### config.mk
export PLATFORM = sky130hd
export DESIGN_NAME = debounce_pulse_gen
export DESIGN_NICKNAME = d
export VERILOG_FILES = /design/src/rtl/debounce_pulse_gen.sv
export SDC_FILE = /design/constraint.sdc
export NUM_CORES = 1
export LEC_CHECK = 0
export ABC_AREA = 1
export ABC_CLOCK_PERIOD_IN_PS = 2200
export CORE_ASPECT_RATIO = 2
export CORE_MARGIN = 2
export CORE_UTILIZATION = 50
export CTS_CLUSTER_DIAMETER = 30
export DETAILED_ROUTE_END_ITERATION = 16
export DONT_BUFFER_PORTS = 1
export GPL_ROUTABILITY_DRIVEN = 0
export SYNTH_ARGS = -nofsm -noshare
export SYNTH_HDL_FRONTEND = slang
export SYNTH_SLANG_ARGS = --single-unit
### constraint.sdc
create_clock -name i_clk -period 2.2 [get_ports i_clk]
set_input_delay 0.44 -clock i_clk [delete_from_list [all_inputs] [get_ports i_clk]]
set_output_delay 0.44 -clock i_clk [all_outputs]
set_load 0.01 [all_outputs]
### src/rtl/debounce_pulse_gen.sv
// Raw button conditioner: synchronizer, debounce FSM, rise/fall pulses and
// optional hold-to-auto-repeat on o_pulse (drives a counter's count enable).
module debounce_pulse_gen #(
  parameter int unsigned SYNC_STAGES     = 2,
  parameter int unsigned DEBOUNCE_CYCLES = 20000,
  parameter int unsigned REPEAT_EN       = 1,
  parameter int unsigned REPEAT_DELAY    = 500000,
  parameter int unsigned REPEAT_PERIOD   = 100000
) (
  input  logic i_clk,
  input  logic i_reset_n,
  input  logic i_raw,
  output logic o_level,
  output logic o_rise,
  output logic o_fall,
  output logic o_pulse
);

  localparam int unsigned MAX_DR  = (DEBOUNCE_CYCLES > REPEAT_DELAY) ? DEBOUNCE_CYCLES : REPEAT_DELAY;
  localparam int unsigned MAX_CNT = (MAX_DR > REPEAT_PERIOD) ? MAX_DR : REPEAT_PERIOD;
  localparam int unsigned CNT_W   = $clog2(MAX_CNT + 1);

  localparam logic [CNT_W-1:0] DEB_LAST = CNT_W'(DEBOUNCE_CYCLES - 1);
  localparam logic [CNT_W-1:0] DLY_LAST = CNT_W'(REPEAT_DELAY - 1);
  localparam logic [CNT_W-1:0] PER_LAST = CNT_W'(REPEAT_PERIOD - 1);
  localparam logic [CNT_W-1:0] CNT_ONE  = CNT_W'(1);

  typedef enum logic [1:0] {
    S_RELEASED,
    S_WAIT_PRESS,
    S_PRESSED,
    S_WAIT_RELEASE
  } state_t;

  typedef enum logic {
    PH_DELAY,
    PH_PERIOD
  } phase_t;

  logic [SYNC_STAGES-1:0] r_sync;
  state_t                 r_state;
  state_t                 w_state_nxt;
  logic [CNT_W-1:0]       r_dcnt;
  logic [CNT_W-1:0]       w_dcnt_nxt;
  logic [CNT_W-1:0]       r_rcnt;
  logic [CNT_W-1:0]       w_rcnt_nxt;
  logic [CNT_W-1:0]       w_rlast;
  phase_t                 r_phase;
  phase_t                 w_phase_nxt;
  logic                   r_level;
  logic                   r_rise;
  logic                   r_fall;
  logic                   r_pulse;
  logic                   w_level_nxt;
  logic                   w_rise_nxt;
  logic                   w_fall_nxt;
  logic                   w_pulse_nxt;
  logic                   w_s;

  // Metastability chain; only the last stage is used downstream
  always_ff @(posedge i_clk or negedge i_reset_n) begin
    if (!i_reset_n) r_sync <= '0;
    else            r_sync <= {r_sync[SYNC_STAGES-2:0], i_raw};
  end

  assign w_s     = r_sync[SYNC_STAGES-1];
  assign w_rlast = (r_phase == PH_PERIOD) ? PER_LAST : DLY_LAST;

  // State, counters and registered outputs
  always_ff @(posedge i_clk or negedge i_reset_n) begin
    if (!i_reset_n) begin
      r_state <= S_RELEASED;
      r_dcnt  <= '0;
      r_rcnt  <= '0;
      r_phase <= PH_DELAY;
      r_level <= 1'b0;
      r_rise  <= 1'b0;
      r_fall  <= 1'b0;
      r_pulse <= 1'b0;
    end else begin
      r_state <= w_state_nxt;
      r_dcnt  <= w_dcnt_nxt;
      r_rcnt  <= w_rcnt_nxt;
      r_phase <= w_phase_nxt;
      r_level <= w_level_nxt;
      r_rise  <= w_rise_nxt;
      r_fall  <= w_fall_nxt;
      r_pulse <= w_pulse_nxt;
    end
  end

  // Debounce and repeat next-state logic; counters clear at their terminal value
  always_comb begin
    w_state_nxt = r_state;
    w_dcnt_nxt  = r_dcnt;
    w_rcnt_nxt  = r_rcnt;
    w_phase_nxt = r_phase;
    w_level_nxt = r_level;
    w_rise_nxt  = 1'b0;
    w_fall_nxt  = 1'b0;
    w_pulse_nxt = 1'b0;
    case (r_state)
      S_RELEASED: begin
        if (w_s) begin
          w_state_nxt = S_WAIT_PRESS;
          w_dcnt_nxt  = CNT_ONE;
        end
      end
      S_WAIT_PRESS: begin
        if (!w_s) begin
          w_state_nxt = S_RELEASED;
          w_dcnt_nxt  = '0;
        end else if (r_dcnt == DEB_LAST) begin
          w_state_nxt = S_PRESSED;
          w_dcnt_nxt  = '0;
          w_level_nxt = 1'b1;
          w_rise_nxt  = 1'b1;
          w_pulse_nxt = 1'b1;
          w_rcnt_nxt  = '0;
          w_phase_nxt = PH_DELAY;
        end else begin
          w_dcnt_nxt = r_dcnt + CNT_ONE;
        end
      end
      S_PRESSED: begin
        if (!w_s) begin
          w_state_nxt = S_WAIT_RELEASE;
          w_dcnt_nxt  = CNT_ONE;
        end else if (REPEAT_EN != 0) begin
          if (r_rcnt == w_rlast) begin
            w_pulse_nxt = 1'b1;
            w_rcnt_nxt  = '0;
            w_phase_nxt = PH_PERIOD;
          end else begin
            w_rcnt_nxt = r_rcnt + CNT_ONE;
          end
        end
      end
      S_WAIT_RELEASE: begin
        // A glitch back to 1 resumes PRESSED with a fresh repeat interval
        if (w_s) begin
          w_state_nxt = S_PRESSED;
          w_dcnt_nxt  = '0;
          w_rcnt_nxt  = '0;
        end else if (r_dcnt == DEB_LAST) begin
          w_state_nxt = S_RELEASED;
          w_dcnt_nxt  = '0;
          w_level_nxt = 1'b0;
          w_fall_nxt  = 1'b1;
        end else begin
          w_dcnt_nxt = r_dcnt + CNT_ONE;
        end
      end
      default: begin
        w_state_nxt = S_RELEASED;
        w_dcnt_nxt  = '0;
      end
    endcase
  end

  assign o_level = r_level;
  assign o_rise  = r_rise;
  assign o_fall  = r_fall;
  assign o_pulse = r_pulse;

endmodule
* Yosys cells after proc, flatten, opt, wreduce, memory -nomap -nowiden
Cells that the tools add are included.
** Storage, ports and cells
- Output and inout port bits :: 4
- Logic and storage cells :: 73
- Register bits after elaboration :: 47
- Input bits :: 3
** Operators by class
- Add/subtract/negate cells :: 2
- Multiplexer cells :: 37
- Eq/ne operators :: 16
- Reductions and logical operators :: 9
** Operators with widths (count)
- 2-to-1 mux 19 bit :: 11
- case mux 19 bit (4 select lines) :: 1
- case mux 19 bit (3 select lines) :: 1
- adder 19 x 1 -> 19 bit, second input constant :: 2
- == test 19 x 15 -> 1 bit, second input constant :: 1
- == test 19 bit :: 1
- inequality test 2 bit, second input constant :: 9
- AND reduction 5 bit :: 3
- 2-to-1 mux 1 bit :: 14
- 2-to-1 mux 2 bit :: 6
- case mux 2 bit (4 select lines) :: 1
- inequality test 3 bit, second input constant :: 2
- case mux 1 bit (2 select lines) :: 3
- == test 2 bit, second input constant :: 2
- AND reduction 4 bit :: 1
- nonzero test 2 bit :: 2
- nonzero test 3 bit :: 1
- == test 2 x 1 -> 1 bit, second input constant :: 1
- zero test 2 bit :: 1
- AND reduction 2 bit :: 1

* Depth between registers and ports, before layout
- Depth after elaboration :: 5
- Depth in mapped cells :: 12
- Mapped depth without buffers :: 12

* Worst setup path before layout
No wires, ideal clock.
- Path kind :: reg2reg
- Start :: register (tool-made name)
- End :: register r_rcnt[14]
- Clock period less this slack :: 1592 ps
- Cell stages (with the launch flop) :: 11
- Buffers on the path :: 2
- Required time :: 2077 ps
- Arrival time :: 1468 ps
- Setup slack :: 608 ps
- Setup time :: 123 ps
- Cell sequence :: dfrtp_1 > inv_1 > ha_1 > nand2_1 > inv_1 > nor3_1 > nand3_2 > buf_6 > buf_6 > nand2_1 > o21ai_1
** RTL lines
- end signal: assignment :: RTL line 83 : r_rcnt <= w_rcnt_nxt;
- end: declaration :: RTL line 45 : logic [CNT_W-1:0] r_rcnt;

==> results.yml <==
pwr:
  power_leakage_nw: 1.45
  combPwrFrac: 0.326
  seq_power_share: 0.353
  p_switching_mw: 1.06
  ir_drop_mv: 0.561
  p_sw_frac: 0.376
  powerDensity_mw_per_mm2: 840
  p_int_mw: 1.76
  pwr-share-clk: 0.321
place:
  place_hpwl_microns: 6620
  port_buffers: 0
  placed_cell_area_sq_mm: 0.00314
  place_inst: 509
  pre_cts_ws_ps: 85.9
drt:
  num_vias: 2937
  first_pass_iters: 4
  wl_per_cell_microns: 16.8
  routed_wl_microns: 8700
  drtIter0Drc: 196
  drc_errors: 0
  vias_per_cell: 5.66
  ant_nets: 0
outcome:
  status: "complete, no violations"
global_routing:
  grt_pass1_vias: 3021
  grtUsageMet2: 0.533
  grtUsageMet1: 0.264
  grt_busiest_layer: "met2"
  antenna_found_initial: 0
  grtUsageTotal: 0.283
  grt_overflow: 0
  grt_max_degree: 48
  grt_pass1_wl_microns: 14400
  grt_util_met3: 0.0337
floorplanning:
  die_area_sq_mm: 0.00687
  initial_utilization: 0.515
  rows: 40
  dieHeight_microns: 115
  die_w_microns: 59.6
  core_area_sq_mm: 0.00601
  ioPinCount: 7
sta:
  worstMarginPinSlew_ps: 579
  tns_ps: 0
  layout_setup_ws_ps: 177
  slew-limit-headroom: 0.613
  rsz0062_at_grt: "no"
  final_max_slew_viol_count: 0
  clock.fmax_ghz: 0.494
  finalHoldViolations: 0
  fin_skew_ps: 9.21
  setup_viol: 0
  fin_crit_ps: 2020
  timing.final.crit_share: 0.919
run:
  drv_cap: 0
finish:
  final_util: 0.558
  area.growth.synth_to_final_pct: 8.33
  antenna_cells: 0
  layout.cells.non_filler: 519
  drive_gt1_frac: 0.0614
  fin_area_sq_mm: 0.00335
  nNetsFinal: 464
clocking:
  h-tree-depth: 2
  tritoncts.num_buffers: 5
  clk_pin_slew_ps: 70
  cts_tree: "done"
  root_buffer: "clkbuf_16"
  cts_setup_buffers: 0
  cts_sinks: 47
  clk_latency_ps: 290
  max-clock-path-buffers: 2
worst_setup_path:
  rrSetupSlack_ps: 180
  path_max_fanout: 20
  cp_cell_sequence: "inv_1, ha_1, nand2_1, inv_1, nor3_1, nand3_2, buf_4, nand2_1, o21ai_0"
  r2r_cells: 9
  path_class: "reg -> reg"
  crit_path_start_kind: "flop"
  rr_endpoint: "r_rcnt[5]"
  cp.required_ps: 2360
  end_kind: "flop"
  cpPeakStageDelay_ps: 380
  arrival_ps: 2190
  crit_slowest_cell: "dfrtp_1"
synthesis:
  syn_area_sq_mm: 0.00310
  synth_ff_type: "dfrtp_1"
  netlist_instances: 453
  synth_nets: 462
  ys_ff_latch: 47
  ys_seq_area_frac: 0.380
  syn_area_per_cell_sq_um: 6.83
  ys_warn_count: 0
  yosysUniqueCellTypes: 31
  synth_edf_count: 0
  ys_async_sr_fraction: 1.00
hold_path:
  hp-start: "i_raw"
  holdPathEnd: "r_sync[0]"
  whs_path_depth: 0
  min_path_type: "in -> reg"
==> worst max path at each step <==
| stage | from | to | slack [ps] | cells after the start |
|---|---|---|---|---|
| floorplan | flop | r_rcnt[14] | 610 | 10 |
| detailed placement | r_rcnt[0] | r_rcnt[5] | 90 | 8 |
| global route | flop | r_rcnt[5] | 5 | 8 |
| finish | flop | r_rcnt[5] | 180 | 9 |
| global placement | r_rcnt[0] | r_rcnt[5] | 90 | 8 |
| CTS | r_rcnt[0] | r_rcnt[5] | 70 | 8 |
==> through the flow <==
stage,power [mW],hold WS [ps]
final,2.82,180
after detailed placement,1.90,145
after CTS,2.83,5.39
after global routing,2.99,167
after global placement,1.89,145
after floorplan,1.70,144
==> layout make-up <==
type	instances	area, sq um
Tap cell	63	78.8
Inverter	53	199
Clock buffer	6	139
Fill cell	603	2650
Timing Repair Buffer	7	75.1
Multi-Input combinational cell	341	1650
Clock inverter	2	35.0
Sequential cell	47	1180
==> cell usage after synthesis (7+ instances only) <==
cell | n | area (sq um)
nand2_1 | 131 | 492
nor2_1 | 64 | 240
inv_1 | 51 | 191
dfrtp_1 | 47 | 1180
nand3_1 | 44 | 220
o21ai_0 | 25 | 125
xor2_1 | 12 | 105
nor3_1 | 9 | 45.0
nand3b_1 | 8 | 60.1
nand4_1 | 7 | 43.8
==> worst max-delay path, delay by kind of cell (launching register included) <==
kind | cells | cell delay [ps]
buffers and inverters | 3 | 430
AO/OA/AOI/OAI | 1 | 80
adder cells (fa/ha/maj) | 1 | 270
AND/OR/NAND/NOR | 4 | 740
flip-flops | 1 | 380
==> registers in the layout, indices dropped and copies added (netlist names), named ones only <==
signal / flops
r_dcnt: 19
r_phase: 1
r_state: 1
o_rise: 1
r_sync: 2
o_fall: 1
r_rcnt: 19
o_level: 1
o_pulse: 1
==> per-layer routing <==
layer	vias up	wire, microns
met5	-	0
met4	0	633
met3	45	186
met2	77	4950
met1	1365	2930
li1	1450	-
==> repair_timing <==
action                                 CTS  global route
resized for setup                        0             1
endpoints found under the hold margin   47             2
setup endpoints to repair                0             8
hold buffers                             1             1
==> cells in the final DEF (no fill, tap or decap) <==
master and n:
a21oi_1 6, a22o_1 1, buf_16 1, buf_4 5, bufinv_16 1, clkbuf_16 5, clkbuf_8 1, clkinv_2 1
dfrtp_1 47, dlygate4sd3_1 1, ha_1 6, inv_1 51, inv_2 2, nand2_1 131, nand2_2 1, nand3_1 43
nand3_2 3, nand3b_1 8, nand4_1 7, nor2_1 64, nor2_2 3, nor2_4 1, nor3_1 9, o211ai_1 2
o21a_1 2, o21ai_0 25, o21ai_1 6, o21ai_2 3, o21bai_1 1, o22a_1 1, o22ai_1 3, o31ai_1 1
or2_2 1, xnor2_1 1, xor2_1 12
==> power by group through the flow <==
stage / Sequential, mW / Clock [mW] / Combinational (mW)
3_5_place_dp: 1.01 / 0 / 0.888
3_3_place_gp: 1.01 / 0 / 0.886
4_1_cts: 0.995 / 0.919 / 0.919
5_1_grt: 1.00 / 0.952 / 1.03
2_1_floorplan: 0.987 / 0 / 0.717
6_report: 0.995 / 0.904 / 0.917
==> cells by family (layout without fill, tap and decap cells) <==
logic type / after synthesis / count (layout) / synth area share
and+or+nand+nor: 271 / 271 / 0.376
buffers and inverters: 65 / 68 / 0.0885
AOI/OAI and AO/OA: 51 / 51 / 0.0946
DFF: 47 / 47 / 0.380
xor gates and xnor gates: 13 / 13 / 0.0368
adders and majority gates: 6 / 6 / 0.0243
No activity file was read; power rests on OpenSTA's default activity.
